## config.mk

```make
export PLATFORM = sky130hd
export DESIGN_NAME = arcade_input_debouncer_flat
export DESIGN_NICKNAME = d
export VERILOG_FILES = /design/src/rtl/arcade_input_debouncer_if.sv /design/src/rtl/arcade_input_debouncer.sv /design/src/flat_wrapper.sv
export SDC_FILE = /design/constraint.sdc
export NUM_CORES = 1
export LEC_CHECK = 0
export CORE_MARGIN = 4
export CORE_UTILIZATION = 60
export CTS_BUF_LIST = sky130_fd_sc_hd__clkbuf_4 sky130_fd_sc_hd__clkbuf_8
export CTS_CLUSTER_SIZE = 8
export DETAILED_ROUTE_END_ITERATION = 10
export PLACE_DENSITY = 0.74
export RECOVER_POWER = 25
export SLEW_MARGIN = 20
export SYNTH_ARGS = -nofsm -noshare
export SYNTH_HDL_FRONTEND = slang
export SYNTH_SLANG_ARGS = --single-unit
```

## constraint.sdc

```tcl
create_clock -name clk_i -period 5.5 [get_ports clk_i]
set_clock_uncertainty 0.05 [all_clocks]
set_input_delay 0.825 -clock clk_i [delete_from_list [all_inputs] [get_ports clk_i]]
set_output_delay 0.825 -clock clk_i [all_outputs]
set_load 0.05 [all_outputs]
```

## src/rtl/arcade_input_debouncer_if.sv

```systemverilog
// Change-event stream between the input debouncer (master) and its consumer (slave).
// Data layout: {level, 3'b000, index[3:0]}.
interface arcade_input_debouncer_if;
    logic [7:0] evt_data_o;
    logic       evt_valid_o;
    logic       evt_ready_i;

    modport master (
        output evt_data_o,
        output evt_valid_o,
        input  evt_ready_i
    );

    modport slave (
        input  evt_data_o,
        input  evt_valid_o,
        output evt_ready_i
    );
endinterface

```

## src/rtl/arcade_input_debouncer.sv

```systemverilog
// Synchronises and debounces raw pad inputs, publishes stable levels and a
// first-word-fall-through FIFO of coalesced per-channel change events.
module arcade_input_debouncer #(
    parameter int NUM_INPUTS      = 8,
    parameter int DEBOUNCE_CYCLES = 48000,
    parameter int CNT_W           = 16,
    parameter int FIFO_DEPTH      = 4
) (
    input  logic                  clk_i,
    input  logic                  rstn_i,
    input  logic [NUM_INPUTS-1:0] raw_i,
    output logic [NUM_INPUTS-1:0] stable_o,
    output logic                  changed_o,
    arcade_input_debouncer_if.master evt
);

    localparam int               PTR_W    = $clog2(FIFO_DEPTH);
    localparam logic [CNT_W-1:0] CNT_LAST = CNT_W'(DEBOUNCE_CYCLES - 1);
    localparam logic [PTR_W:0]   DEPTH_C  = (PTR_W + 1)'(FIFO_DEPTH);

    logic [NUM_INPUTS-1:0] s1_q;
    logic [NUM_INPUTS-1:0] s2_q;
    logic [NUM_INPUTS-1:0] s1_d;
    logic [NUM_INPUTS-1:0] s2_d;
    logic [NUM_INPUTS-1:0] stable_q;
    logic [NUM_INPUTS-1:0] stable_d;
    logic [NUM_INPUTS-1:0] stable_diff;
    logic                  changed_q;
    logic                  changed_d;
    logic [NUM_INPUTS-1:0] pend_q;
    logic [NUM_INPUTS-1:0] pend_d;

    logic                  sel_valid;
    logic [3:0]            sel_idx;
    logic                  sel_level;
    logic [NUM_INPUTS-1:0] sel_mask;

    logic                  push;
    logic                  pop;
    logic [7:0]            push_data;
    logic [7:0]            mem_q [FIFO_DEPTH];
    logic [7:0]            mem_d [FIFO_DEPTH];
    logic [PTR_W-1:0]      wr_ptr_q;
    logic [PTR_W-1:0]      wr_ptr_d;
    logic [PTR_W-1:0]      rd_ptr_q;
    logic [PTR_W-1:0]      rd_ptr_d;
    logic [PTR_W:0]        count_q;
    logic [PTR_W:0]        count_d;

    // Two-flop synchroniser; only s2 feeds the debounce logic.
    always_comb begin
        s1_d = raw_i;
        s2_d = s1_q;
    end

    always_ff @(posedge clk_i or negedge rstn_i) begin
        if (!rstn_i) begin
            s1_q <= '0;
            s2_q <= '0;
        end else begin
            s1_q <= s1_d;
            s2_q <= s2_d;
        end
    end

    // Per-channel counter: counts consecutive cycles s2 disagrees with the
    // stable level; any agreement restarts the attempt.
    generate
        for (genvar gi = 0; gi < NUM_INPUTS; gi++) begin : g_chan
            logic [CNT_W-1:0] cnt_q;
            logic [CNT_W-1:0] cnt_d;
            logic             lvl_d;

            always_comb begin
                cnt_d = cnt_q;
                lvl_d = stable_q[gi];
                if (s2_q[gi] == stable_q[gi]) begin
                    cnt_d = '0;
                end else if (cnt_q == CNT_LAST) begin
                    lvl_d = s2_q[gi];
                    cnt_d = '0;
                end else begin
                    cnt_d = cnt_q + 1'b1;
                end
            end

            always_ff @(posedge clk_i or negedge rstn_i) begin
                if (!rstn_i) begin
                    cnt_q <= '0;
                end else begin
                    cnt_q <= cnt_d;
                end
            end

            assign stable_d[gi] = lvl_d;
        end
    endgenerate

    // Lowest pending index wins; the level is sampled now, so repeated
    // toggles while pending collapse into one event with the latest level.
    always_comb begin
        sel_valid = 1'b0;
        sel_idx   = '0;
        sel_level = 1'b0;
        sel_mask  = '0;
        for (int i = NUM_INPUTS - 1; i >= 0; i--) begin
            if (pend_q[i]) begin
                sel_valid   = 1'b1;
                sel_idx     = 4'(i);
                sel_level   = stable_q[i];
                sel_mask    = '0;
                sel_mask[i] = 1'b1;
            end
        end
    end

    always_comb begin
        stable_diff = stable_d ^ stable_q;
        changed_d   = |stable_diff;

        // Push decision uses the pre-pop occupancy.
        push      = sel_valid && (count_q < DEPTH_C);
        pop       = (count_q != '0) && evt.evt_ready_i;
        push_data = {sel_level, 3'b000, sel_idx};

        // A fresh change outranks the clear of the event just pushed.
        pend_d = (pend_q & ~(push ? sel_mask : '0)) | stable_diff;

        wr_ptr_d = push ? wr_ptr_q + 1'b1 : wr_ptr_q;
        rd_ptr_d = pop  ? rd_ptr_q + 1'b1 : rd_ptr_q;

        unique case ({push, pop})
            2'b10:   count_d = count_q + 1'b1;
            2'b01:   count_d = count_q - 1'b1;
            default: count_d = count_q;
        endcase

        mem_d = mem_q;
        if (push) begin
            mem_d[wr_ptr_q] = push_data;
        end
    end

    always_ff @(posedge clk_i or negedge rstn_i) begin
        if (!rstn_i) begin
            stable_q  <= '0;
            changed_q <= 1'b0;
            pend_q    <= '0;
            wr_ptr_q  <= '0;
            rd_ptr_q  <= '0;
            count_q   <= '0;
            for (int i = 0; i < FIFO_DEPTH; i++) begin
                mem_q[i] <= '0;
            end
        end else begin
            stable_q  <= stable_d;
            changed_q <= changed_d;
            pend_q    <= pend_d;
            wr_ptr_q  <= wr_ptr_d;
            rd_ptr_q  <= rd_ptr_d;
            count_q   <= count_d;
            for (int i = 0; i < FIFO_DEPTH; i++) begin
                mem_q[i] <= mem_d[i];
            end
        end
    end

    assign stable_o        = stable_q;
    assign changed_o       = changed_q;
    assign evt.evt_valid_o = (count_q != '0);
    assign evt.evt_data_o  = mem_q[rd_ptr_q];

endmodule

```

## src/flat_wrapper.sv

```systemverilog
// flat-port wrapper written by rule: the top's interface ports become plain ports
module arcade_input_debouncer_flat 
#(
    parameter int NUM_INPUTS      = 8,
    parameter int DEBOUNCE_CYCLES = 48000,
    parameter int CNT_W           = 16,
    parameter int FIFO_DEPTH      = 4
)
  (clk_i, rstn_i, raw_i, stable_o, changed_o, evt_evt_data_o, evt_evt_valid_o, evt_evt_ready_i);
  arcade_input_debouncer_if evt_i ();
  input  logic clk_i;
  input  logic rstn_i;
  input  logic [NUM_INPUTS-1:0] raw_i;
  output logic [NUM_INPUTS-1:0] stable_o;
  output logic changed_o;
  output wire logic [$bits(evt_i.evt_data_o)-1:0] evt_evt_data_o;
  output wire logic [$bits(evt_i.evt_valid_o)-1:0] evt_evt_valid_o;
  input wire logic [$bits(evt_i.evt_ready_i)-1:0] evt_evt_ready_i;
  assign evt_evt_data_o = evt_i.evt_data_o;
  assign evt_evt_valid_o = evt_i.evt_valid_o;
  assign evt_i.evt_ready_i = evt_evt_ready_i;
  arcade_input_debouncer #(.NUM_INPUTS(NUM_INPUTS), .DEBOUNCE_CYCLES(DEBOUNCE_CYCLES), .CNT_W(CNT_W), .FIFO_DEPTH(FIFO_DEPTH)) u_core (.clk_i(clk_i), .rstn_i(rstn_i), .raw_i(raw_i), .stable_o(stable_o), .changed_o(changed_o), .evt(evt_i));
endmodule
```

**Word level (Yosys, flattened, before mapping)**

Cells that the tools add are included.

- $add $sub $neg: 12
- Divide/modulo/power cells: 0
- Equality and inequality tests: 18
- Multipliers: 0
- Mux-type cells: 72
- Reductions and logical operators: 6
- Order comparisons: 4
- Shifts and indexed selects: 0
- Bitwise operators: 6

Operators with widths:

| kind | count |
|---|---|
| two-way mux 16 bit | 16 |
| adder 16 x 1 -> 16 bit (second input constant) | 8 |
| == test 16 bit (second input constant) | 8 |
| two-way mux 8 bit | 12 |
| bitwise mux 32 bit | 1 |
| two-way mux 1 bit | 32 |
| two-way mux 3 bit | 8 |
| binary-select mux 8 bit (select 2 bit) | 1 |
| demux 8 bit (select 2 bit) | 1 |
| AND 8 bit | 1 |
| == test 1 bit | 8 |
| inverter 8 bit | 1 |
| bitwise OR 8 bit | 1 |
| OR reduction 8 bit | 1 |
| XOR 8 bit | 1 |
| greater-or-equal comparator 3 bit (second input constant) | 2 |
| inverter 2 -> 3 bit | 2 |
| one-hot mux 3 bit (2 select lines) | 1 |
| adder 2 x 1 -> 2 bit (second input constant) | 2 |
| adder 3 x 1 -> 3 bit (second input constant) | 1 |
| logical AND 1 bit | 3 |
| < comparator 3 x 1 -> 1 bit (second input constant) | 1 |
| < comparator 3 bit (second input constant) | 1 |
| nonzero test 3 bit | 1 |
| other kinds (4) | 4 |

- Memories: 0
- RAM bits: 0
- Latch bits: 0
- Input bits: 11
- Flip-flop bits (word level): 200
- Output and inout port bits: 18
- ROM bits: 0

**Longest topological paths before layout**

Gate-level depths: netlist (run 1).

- Depth in word-level cells: 13
- Depth in mapped cells: 10
- Gate-level depth less buffers: 9

**Worst setup path after synthesis (run 1)**

No wires, ideal clock.

- Kind: register to register
- Start: reg u_core.count_q[2]
- End: reg u_core.count_q[2]
- Library setup time: 0.127 ns
- Clock period less this slack: 2.196 ns
- Setup slack: 3.304 ns
- Data arrival time: 2.019 ns
- Cell stages (with the launch flop): 9
- Data required time: 5.323 ns
- Cells stage by stage: dfrtp_1 or3_1 and2_1 ha_1 inv_1 fa_1 xor2_1 nor2_1 xor2_1

- Word-level cells in the longest chain between the ends: 4
- Elaborated cells on any way between the ends: 10
- Those cells by class: add/sub: 2; order compare: 1; eq/ne: 2; mux: 1; reduce/logical: 4

Ends and longest elaborated chain:

| item | RTL line | source |
|---|---|---|
| start, declared | arcade_input_debouncer.sv:47 | `logic [PTR_W:0] count_q;` |
| start signal, assigned | arcade_input_debouncer.sv:161 | `count_q <= count_d;` |
| nonzero test 3 bit (*) | n/a |  |
| via evt_evt_valid_o | flat_wrapper.sv:17 | `output wire logic [$bits(evt_i.evt_valid_o)-1:0] evt_evt_valid_o;` |
| logical AND 1 bit (*) | arcade_input_debouncer.sv:123 | `pop = (count_q != '0) && evt.evt_ready_i;` |
| via u_core.pop | arcade_input_debouncer.sv:39 | `logic pop;` |
| == test 2 x 1 -> 1 bit / == test 2 bit (equally long branches) | arcade_input_debouncer.sv:132 | `unique case ({push, pop})` |
| one-hot mux 3 bit (2 select lines) / nonzero test 2 bit (equally long branches) | n/a |  |

Mark *: on every way through the listed nets, which the timed path passes. The rest lies on a longest branch.
A chain may end at the register's enable or synchronous reset.

**Final worst setup path (run 1)**

- Start: reg u_core.rd_ptr_q[0]
- End: out evt_evt_data_o[0]

- Word-level cells in the longest chain between the ends: 4

Ends and longest elaborated chain:

| item | RTL line | source |
|---|---|---|
| start, declared | arcade_input_debouncer.sv:45 | `logic [PTR_W-1:0] rd_ptr_q;` |
| start signal, assigned | arcade_input_debouncer.sv:160 | `rd_ptr_q <= rd_ptr_d;` |
| inverter 2 -> 3 bit (not written as such) | arcade_input_debouncer.sv:171 | `assign evt.evt_data_o = mem_q[rd_ptr_q];` |
| binary-select mux 8 bit (select 2 bit) | arcade_input_debouncer.sv:171 |  |
| two-way mux 8 bit (not written as such) (2 in series) | arcade_input_debouncer.sv:171 |  |
| end, declared | flat_wrapper.sv:16 | `output wire logic [$bits(evt_i.evt_data_o)-1:0] evt_evt_data_o;` |

No other way between the ends. The select of a mux whose other input is x is not followed.

==> results of run 1 <==
## final cells by class
type	instances	share of cell area, %
multi-input combinational	586	39.4
tap	180	2.44
inverter	31	1.26
clock buffer	18	2.69
timing repair buffer	27	2.87
clock inverter	14	1.37
sequential	184	50.0
## cells by family after synthesis
| group | after synthesis | share of synthesized area (%) |
|---|---|---|
| flip-flops | 184 | 54.3 |
| other | 1 | 0.0442 |
| XOR/XNOR | 128 | 13.2 |
| adder cells (fa/ha/maj) | 14 | 2.15 |
| buffers and inverters | 52 | 3.07 |
| AND/OR/NAND/NOR | 385 | 21.9 |
| AO/OA/AOI/OAI | 40 | 2.85 |
| multiplexers | 15 | 2.52 |
## stage by stage
step,instances,total power [mW],hold slack [ns]
after global routing,1040,2.60,0.312
after floorplan,822,1.59,0.281
final,1040,2.48,0.305
after CTS,1040,2.51,0.307
after global placement,1008,1.64,0.284
after detailed placement,1008,1.65,0.285
## power groups by stage
stage | registers [mW] | logic, mW | clock network [mW]
after global placement | 1.47 | 0.173 | 0
after CTS | 1.45 | 0.182 | 0.885
after floorplan | 1.45 | 0.138 | 0
after global routing | 1.46 | 0.203 | 0.940
final | 1.45 | 0.177 | 0.858
after detailed placement | 1.47 | 0.180 | 0
## critical path, cell delays in order, from the launching register on
cell and delay, ns:
sky130_fd_sc_hd__dfrtp_1 0.56, sky130_fd_sc_hd__mux4_2 0.56, sky130_fd_sc_hd__clkdlybuf4s50_1 0.71
## state kept, by name, summed over array words and instances, names as in the netlist
signal / cells
u_core.changed_o: 1
u_core.count_q: 3
u_core.g_chan.cnt_q: 128
u_core.mem_q: 16
u_core.pend_q: 8
u_core.rd_ptr_q: 2
u_core.s1_q: 8
u_core.s2_q: 8
u_core.stable_o: 8
u_core.wr_ptr_q: 2
## worst max path at each step
stage	from	endpoint	slack [ns]	depth (start not counted)
6_report	u_core.rd_ptr_q[0]	evt_evt_data_o[0]	2.32	2
5_1_grt	u_core.rd_ptr_q[0]	evt_evt_data_o[2]	2.20	2
3_5_place_dp	u_core.rd_ptr_q[0]	evt_evt_data_o[0]	2.80	2
2_1_floorplan	u_core.count_q[2]	u_core.count_q[2]	3.30	8
4_1_cts	u_core.rd_ptr_q[0]	evt_evt_data_o[0]	2.27	2
3_3_place_gp	u_core.rd_ptr_q[0]	evt_evt_data_o[0]	2.82	2
## cells in the final DEF (no fill, tap or decap), drive strengths merged, types with 4 or more instances in the layout
cell type / Yosys / final
xnor2: 49 / 49
ha: 13 / 13
dlygate4sd3: 0 / 8
clkbuf: 5 / 18
clkinvlp: 0 / 5
a21oi: 6 / 6
nand3: 66 / 66
clkinv: 0 / 6
o21ai: 22 / 22
buf: 16 / 4
nor4: 8 / 8
nor2: 154 / 154
or2: 9 / 9
nor3: 17 / 17
clkdlybuf4s50: 0 / 15
inv: 31 / 33
nor2b: 4 / 4
nand2: 55 / 55
mux4: 4 / 4
and3: 20 / 20
xor2: 79 / 79
dfrtp: 184 / 184
nand4: 28 / 28
mux2: 11 / 11
nand2b: 4 / 4
and4: 5 / 5
conb: 1 / 4
## metal layers
layer / wire length [microns] / vias to the layer above / track usage (%)
li1: - / 2789 / -
met1: 7070 / 2848 / 27.5
met2: 7550 / 93 / 33.8
met3: 501 / 17 / 5.77
met4: 199 / 0 / 6.69
met5: 0 / - / 0
==> flow_results.xml, run 1 <==
<?xml version="1.0" encoding="UTF-8"?>
<metrics>
  <group name="clock_tree">
    <metric name="clockRootBuffer" unit="">sky130_fd_sc_hd__clkbuf_8</metric>
    <metric name="numCtsBuffers" unit="">17</metric>
    <metric name="clock_tree.buffer_depth" unit="">2</metric>
    <metric name="post-cts-setup-buffer-count" unit="">0</metric>
    <metric name="cts_repair_resize_count" unit="">0</metric>
    <metric name="clock_latency" unit="ns">0.47</metric>
    <metric name="cts_tree" unit="">built</metric>
    <metric name="ctsHtreeMaxLevel" unit="">4</metric>
    <metric name="cts.reportedPaths.clkPinSlew" unit="ns">0.09</metric>
    <metric name="hold_buffers" unit="">0</metric>
    <metric name="clock_sink_count" unit="">184</metric>
  </group>
  <group name="sta">
    <metric name="period_needed" unit="ns">3.18</metric>
    <metric name="achievable-frequency" unit="GHz">0.314</metric>
    <metric name="worstMarginPinSlew" unit="ns">0.799</metric>
    <metric name="final-max-slew-violation-count" unit="">0</metric>
    <metric name="maxSlewHeadroom" unit="%">46.0</metric>
    <metric name="timing_hold_violations_final" unit="">0</metric>
    <metric name="setup_ws" unit="ns">2.32</metric>
    <metric name="setup-tns-final" unit="ns">0</metric>
    <metric name="unrepaired_setup_endpoints_after_global_routing" unit="">no</metric>
    <metric name="setup_viol_count_final" unit="">0</metric>
    <metric name="period_share" unit="%">57.9</metric>
  </group>
  <group name="routing">
    <metric name="drt_iter0_drc" unit="">332</metric>
    <metric name="drt_pass1_iterations" unit="">5</metric>
    <metric name="drt_wl_total" unit="microns">15300</metric>
    <metric name="wire_per_inst" unit="microns">14.7</metric>
    <metric name="remaining_drc_errors" unit="">0</metric>
    <metric name="route.vias.total" unit="">5747</metric>
    <metric name="drt.antenna.violating_nets" unit="">0</metric>
    <metric name="vias_per_cell" unit="">5.53</metric>
  </group>
  <group name="logic_synthesis">
    <metric name="synth_seq_area_share" unit="%">54.3</metric>
    <metric name="synth.avg_cell_area" unit="sq um">10.4</metric>
    <metric name="synth.largest_area_cell" unit="">sky130_fd_sc_hd__dfrtp_1</metric>
    <metric name="ys.flop_type" unit="">sky130_fd_sc_hd__dfrtp_1</metric>
    <metric name="yosys-top-cells-count" unit="">sky130_fd_sc_hd__dfrtp_1 (184), sky130_fd_sc_hd__nor2_1 (152), sky130_fd_sc_hd__xor2_1 (79)</metric>
    <metric name="synthesis.yosys.warnings" unit="">0</metric>
    <metric name="post_synth_inst_count" unit="">819</metric>
    <metric name="postSynthRegisterBits" unit="">184</metric>
    <metric name="synth.top_cell.area_share" unit="%">54.3</metric>
    <metric name="post-synth-top-count-cell" unit="">sky130_fd_sc_hd__dfrtp_1</metric>
    <metric name="cell_types_with_the_largest_area_share_after_synthesis" unit="">sky130_fd_sc_hd__dfrtp_1 (54%), sky130_fd_sc_hd__xor2_1 (8.2%), sky130_fd_sc_hd__nor2_1 (6.7%)</metric>
    <metric name="synth_edf_count" unit="">0</metric>
    <metric name="synthArstFlopShare" unit="%">100</metric>
    <metric name="post_synth_num_cell_types" unit="">49</metric>
    <metric name="cell_area_after_synthesis" unit="sq um">8480</metric>
  </group>
  <group name="final_layout">
    <metric name="area_growth" unit="%">8.62</metric>
    <metric name="design_area" unit="sq um">9210</metric>
    <metric name="final_core_util" unit="%">66.4</metric>
    <metric name="multiInputGateArea" unit="sq um">3630</metric>
    <metric name="final_net_count" unit="">872</metric>
    <metric name="drive_gt1_share" unit="%">7.79</metric>
    <metric name="fillCellCount" unit="">1094</metric>
    <metric name="diodes" unit="">0</metric>
    <metric name="seq_area" unit="sq um">4600</metric>
  </group>
  <group name="die">
    <metric name="die_y" unit="microns">127</metric>
    <metric name="floorplan.rows" unit="">43</metric>
    <metric name="io-pin-count" unit="">29</metric>
    <metric name="initial_utilization" unit="%">61.1</metric>
    <metric name="die_area" unit="sq um">16100</metric>
    <metric name="chipWidth" unit="microns">127</metric>
    <metric name="floorplan.core_area" unit="sq um">13900</metric>
  </group>
  <group name="setup_path">
    <metric name="regToRegStartpoint" unit="">u_core.pend_q[0]</metric>
    <metric name="r2r_cells" unit="">9</metric>
    <metric name="reg2reg_slack" unit="ns">3.15</metric>
    <metric name="rr_endpoint" unit="">u_core.count_q[2]</metric>
    <metric name="required_time_of_the_critical_path" unit="ns">4.62</metric>
    <metric name="arrival" unit="ns">2.31</metric>
    <metric name="critical_path_class" unit="">reg -&gt; out</metric>
    <metric name="start_kind" unit="">register</metric>
    <metric name="end_kind" unit="">primary output</metric>
    <metric name="cp_max_fo" unit="">6</metric>
  </group>
  <group name="worst_hold_path">
    <metric name="hold_class" unit="">reg -&gt; reg</metric>
    <metric name="hold_path.startpoint" unit="">u_core.s1_q[0]</metric>
    <metric name="whs_path_depth" unit="">0</metric>
    <metric name="holdPathEnd" unit="">u_core.s2_q[0]</metric>
  </group>
  <group name="grt">
    <metric name="grt_overflow" unit="">0</metric>
    <metric name="initial_antenna_violation_count" unit="">0</metric>
    <metric name="grt.total_usage" unit="%">20.8</metric>
    <metric name="grt_pass1_wl" unit="microns">27200</metric>
    <metric name="grt_start_max_net_pins" unit="">84</metric>
    <metric name="grt_pass1_vias" unit="">5901</metric>
  </group>
  <group name="power">
    <metric name="p_leak" unit="nW">4.05</metric>
    <metric name="intPower" unit="mW">1.83</metric>
    <metric name="seq_power_share" unit="%">58.3</metric>
    <metric name="clock_power_share" unit="%">34.6</metric>
    <metric name="power_switching_share" unit="%">26.1</metric>
    <metric name="combinational_share_of_power" unit="%">7.1</metric>
    <metric name="vdd_ir_drop_max" unit="V">0.000212</metric>
    <metric name="power.density" unit="nW/um^2">269</metric>
    <metric name="switchingPower" unit="uW">648</metric>
  </group>
  <group name="place">
    <metric name="io_buffers" unit="">24</metric>
    <metric name="place_area" unit="sq um">8840</metric>
    <metric name="place_ws" unit="ns">2.80</metric>
    <metric name="dp_hpwl" unit="microns">10800</metric>
    <metric name="routability_congestion_estimate_from_global_placement" unit="">0.799</metric>
  </group>
  <group name="job">
    <metric name="max_cap_violations" unit="">0</metric>
  </group>
  <group name="run_status">
    <metric name="outcome" unit="">finished clean</metric>
  </group>
</metrics>
Note: power is estimated with default switching activity, not from simulation.
==> run 2: changes to the inputs <==
==> constraint.sdc (replaced) <==
create_clock -name clk_i -period 3 [get_ports clk_i]
set_clock_uncertainty 0.05 [all_clocks]
set_input_delay 0.45 -clock clk_i [delete_from_list [all_inputs] [get_ports clk_i]]
set_output_delay 0.45 -clock clk_i [all_outputs]
set_load 0.05 [all_outputs]
==> run 2 against run 1 <==
  * First-iteration DRC count is 56% higher
  * Flip-flop and latch count stayed put
  * Register-to-register slack worse by 2.5 ns
  * Sequential power is 83% higher
  * Critical path depth stayed put
  * The run now ends with max-capacitance violations, max-slew violations left
  * Global-route usage is 1.0 points lower
  * Utilization is 0.32 points higher
  * Largest power group unchanged
==> flow_results.xml, run 2 (same netlist as run 1, synthesis figures left out) <==
<?xml version="1.0" encoding="UTF-8"?>
<metrics>
  <group name="run_status">
    <metric name="outcome" unit="">complete, but fails checks</metric>
    <metric name="failing_checks" unit="">max-capacitance violations, max-slew violations</metric>
  </group>
  <group name="clock_tree">
    <metric name="clockRootBuffer" unit="">sky130_fd_sc_hd__clkbuf_8</metric>
    <metric name="clock_sink_count" unit="">184</metric>
    <metric name="clock_latency" unit="ns">0.47</metric>
    <metric name="cts.reportedPaths.clkPinSlew" unit="ns">0.09</metric>
    <metric name="clock_tree.buffer_depth" unit="">2</metric>
    <metric name="post-cts-setup-buffer-count" unit="">0</metric>
    <metric name="ctsHtreeMaxLevel" unit="">4</metric>
    <metric name="cts_tree" unit="">built</metric>
    <metric name="numCtsBuffers" unit="">17</metric>
  </group>
  <group name="worst_hold_path">
    <metric name="hold_class" unit="">reg -&gt; reg</metric>
    <metric name="hold_path.startpoint" unit="">u_core.s1_q[0]</metric>
  </group>
  <group name="grt">
    <metric name="grt_pass1_vias" unit="">5714</metric>
    <metric name="initial_antenna_violation_count" unit="">0</metric>
    <metric name="grt_pass1_wl" unit="microns">26000</metric>
    <metric name="grt_start_max_net_pins" unit="">66</metric>
    <metric name="grt.total_usage" unit="%">19.8</metric>
    <metric name="grt_overflow" unit="">0</metric>
  </group>
  <group name="final_layout">
    <metric name="diodes" unit="">0</metric>
    <metric name="largest_register_ff_count" unit="">128</metric>
    <metric name="reg.largest.list" unit="">u_core.g_chan.cnt_q x128, u_core.mem_q x16</metric>
    <metric name="design_area" unit="sq um">9260</metric>
    <metric name="drive_gt1_share" unit="%">7.78</metric>
    <metric name="largest_register" unit="">u_core.g_chan.cnt_q</metric>
    <metric name="area_growth" unit="%">9.15</metric>
    <metric name="final_net_count" unit="">873</metric>
    <metric name="layout.cells.most_common" unit="">sky130_fd_sc_hd__dfrtp_1</metric>
    <metric name="layout.cells.most_common_list" unit="">sky130_fd_sc_hd__dfrtp_1 (184), sky130_fd_sc_hd__nor2_1 (152), sky130_fd_sc_hd__xor2_1 (79), sky130_fd_sc_hd__nand3_1 (66), sky130_fd_sc_hd__nand2_1 (55)</metric>
  </group>
  <group name="die">
    <metric name="die_y" unit="microns">127</metric>
    <metric name="io-pin-count" unit="">29</metric>
    <metric name="floorplan.rows" unit="">43</metric>
    <metric name="chipWidth" unit="microns">127</metric>
    <metric name="initial_utilization" unit="%">61.1</metric>
    <metric name="die_area" unit="sq um">16100</metric>
    <metric name="floorplan.core_area" unit="sq um">13900</metric>
  </group>
  <group name="routing">
    <metric name="drt_pass1_iterations" unit="">5</metric>
    <metric name="route.vias.total" unit="">5662</metric>
    <metric name="drt_wl_total" unit="microns">14600</metric>
    <metric name="drt_iter0_drc" unit="">517</metric>
    <metric name="wire_per_inst" unit="microns">14.1</metric>
    <metric name="remaining_drc_errors" unit="">0</metric>
    <metric name="drt.antenna.violating_nets" unit="">0</metric>
    <metric name="vias_per_cell" unit="">5.44</metric>
  </group>
  <group name="power">
    <metric name="p_leak" unit="nW">4.07</metric>
    <metric name="vdd_ir_drop_max" unit="V">0.000404</metric>
    <metric name="power.density" unit="nW/um^2">496</metric>
  </group>
  <group name="setup_path">
    <metric name="regToRegStartpoint" unit="">u_core.pend_q[0]</metric>
    <metric name="critical_path_class" unit="">reg -&gt; out</metric>
    <metric name="start_kind" unit="">register</metric>
    <metric name="critical_path.max_stage_delay" unit="ns">0.71</metric>
    <metric name="crit_chain" unit="">mux4_2 &gt; clkdlybuf4s50_1</metric>
    <metric name="cp_max_fo" unit="">6</metric>
    <metric name="arrival" unit="ns">2.27</metric>
    <metric name="critPathLaunch" unit="">u_core.rd_ptr_q[0]</metric>
    <metric name="end_kind" unit="">primary output</metric>
    <metric name="required_time_of_the_critical_path" unit="ns">2.50</metric>
    <metric name="cp_slowest_cell" unit="">sky130_fd_sc_hd__clkdlybuf4s50_1</metric>
    <metric name="critical_path.n_buffers_inverters" unit="">1</metric>
    <metric name="critical-path-top-delay-family" unit="">buffers and inverters</metric>
  </group>
  <group name="sta">
    <metric name="setup-tns-final" unit="ns">0</metric>
    <metric name="unrepaired_setup_endpoints_after_global_routing" unit="">no</metric>
    <metric name="final-max-slew-violation-count" unit="">60</metric>
    <metric name="period_needed" unit="ns">2.77</metric>
    <metric name="worstMarginPinSlew" unit="ns">1.52</metric>
    <metric name="setup_viol_count_final" unit="">0</metric>
    <metric name="period_share" unit="%">92.4</metric>
    <metric name="maxSlewHeadroom" unit="%">-1.51</metric>
    <metric name="achievable-frequency" unit="GHz">0.361</metric>
    <metric name="timing_hold_violations_final" unit="">0</metric>
  </group>
  <group name="job">
    <metric name="max_cap_violations" unit="">1</metric>
  </group>
  <group name="place">
    <metric name="place_area" unit="sq um">8860</metric>
    <metric name="routability_congestion_estimate_from_global_placement" unit="">0.857</metric>
    <metric name="dp_hpwl" unit="microns">10300</metric>
    <metric name="io_buffers" unit="">24</metric>
  </group>
</metrics>
run 2: changes by cell type in the layout (fill, tap and decap cells not counted):
| cell | previous run | this run |
|---|---|---|
| sky130_fd_sc_hd__dlygate4sd3_1 | 8 | 9 |
| sky130_fd_sc_hd__buf_12 | 0 | 2 |
| sky130_fd_sc_hd__clkbuf_4 | 0 | 3 |
| sky130_fd_sc_hd__buf_6 | 1 | 0 |
| sky130_fd_sc_hd__clkbuf_2 | 0 | 1 |
| sky130_fd_sc_hd__clkbuf_8 | 18 | 20 |
| sky130_fd_sc_hd__clkinvlp_4 | 5 | 3 |
| sky130_fd_sc_hd__buf_4 | 3 | 1 |
| sky130_fd_sc_hd__clkinv_2 | 3 | 1 |
| sky130_fd_sc_hd__inv_6 | 2 | 1 |
run 2: repair_timing:
item,CTS,global route
endpoints found under the hold margin,59,0
hold buffers,1,0
resized for setup,0,0
run 2: path summary, 6_finish.rpt:
path	end	slack [ns]	cells past startpoint
max	evt_evt_data_o[0]	0.23	2
min	u_core.s2_q[0]	0.31	0
max reg2reg	u_core.count_q[2]	0.64	9
min reg2reg	u_core.s2_q[0]	0.31	0
max in group asynchronous	u_core.g_chan[4].cnt_q[1]	1.05	3
min in group asynchronous	u_core.g_chan[2].cnt_q[10]	0.84	2
run 2: cell type report:
| type | instances | area, sq um |
|---|---|---|
| fill | 1078 | 4620 |
| sequential | 184 | 4600 |
| multi-input combinational | 586 | 3630 |
| clock buffer | 23 | 298 |
| timing repair buffer | 28 | 293 |
| tap | 180 | 225 |
| inverter | 31 | 116 |
| clock inverter | 9 | 92.6 |
run 2: layer usage:
layer	global-route usage, %	routed length [microns]	part of all wire [%]	vias up
met5	0	0	0	-
met4	6.81	231	1.6	0
met3	4.55	441	3.0	21
met2	32.3	7080	48	73
met1	26.5	6890	47	2779
li1	-	-	-	2789
run 2: power by group:
| group | leakage [nW] | internal, mW | switching (mW) |
|---|---|---|---|
| clock | 0.193 | 0.755 | 0.859 |
| combinational | 1.38 | 0.133 | 0.197 |
| sequential | 2.50 | 2.55 | 0.0982 |
run 2: through the flow:
stage / util, % / setup slack, ns / power, mW / hold WS (ns) / instances
after floorplan: - / 0.804 / 2.91 / 0.104 / 822
after global placement: 63.8 / 0.718 / 3.01 / 0.286 / 1008
after detailed placement: 63.8 / 0.648 / 3.03 / 0.287 / 1008
after CTS: 66.7 / 0.184 / 4.66 / 0.309 / 1041
after global routing: 66.7 / 0.138 / 4.82 / 0.325 / 1041
final: 66.7 / 0.228 / 4.59 / 0.306 / 1041
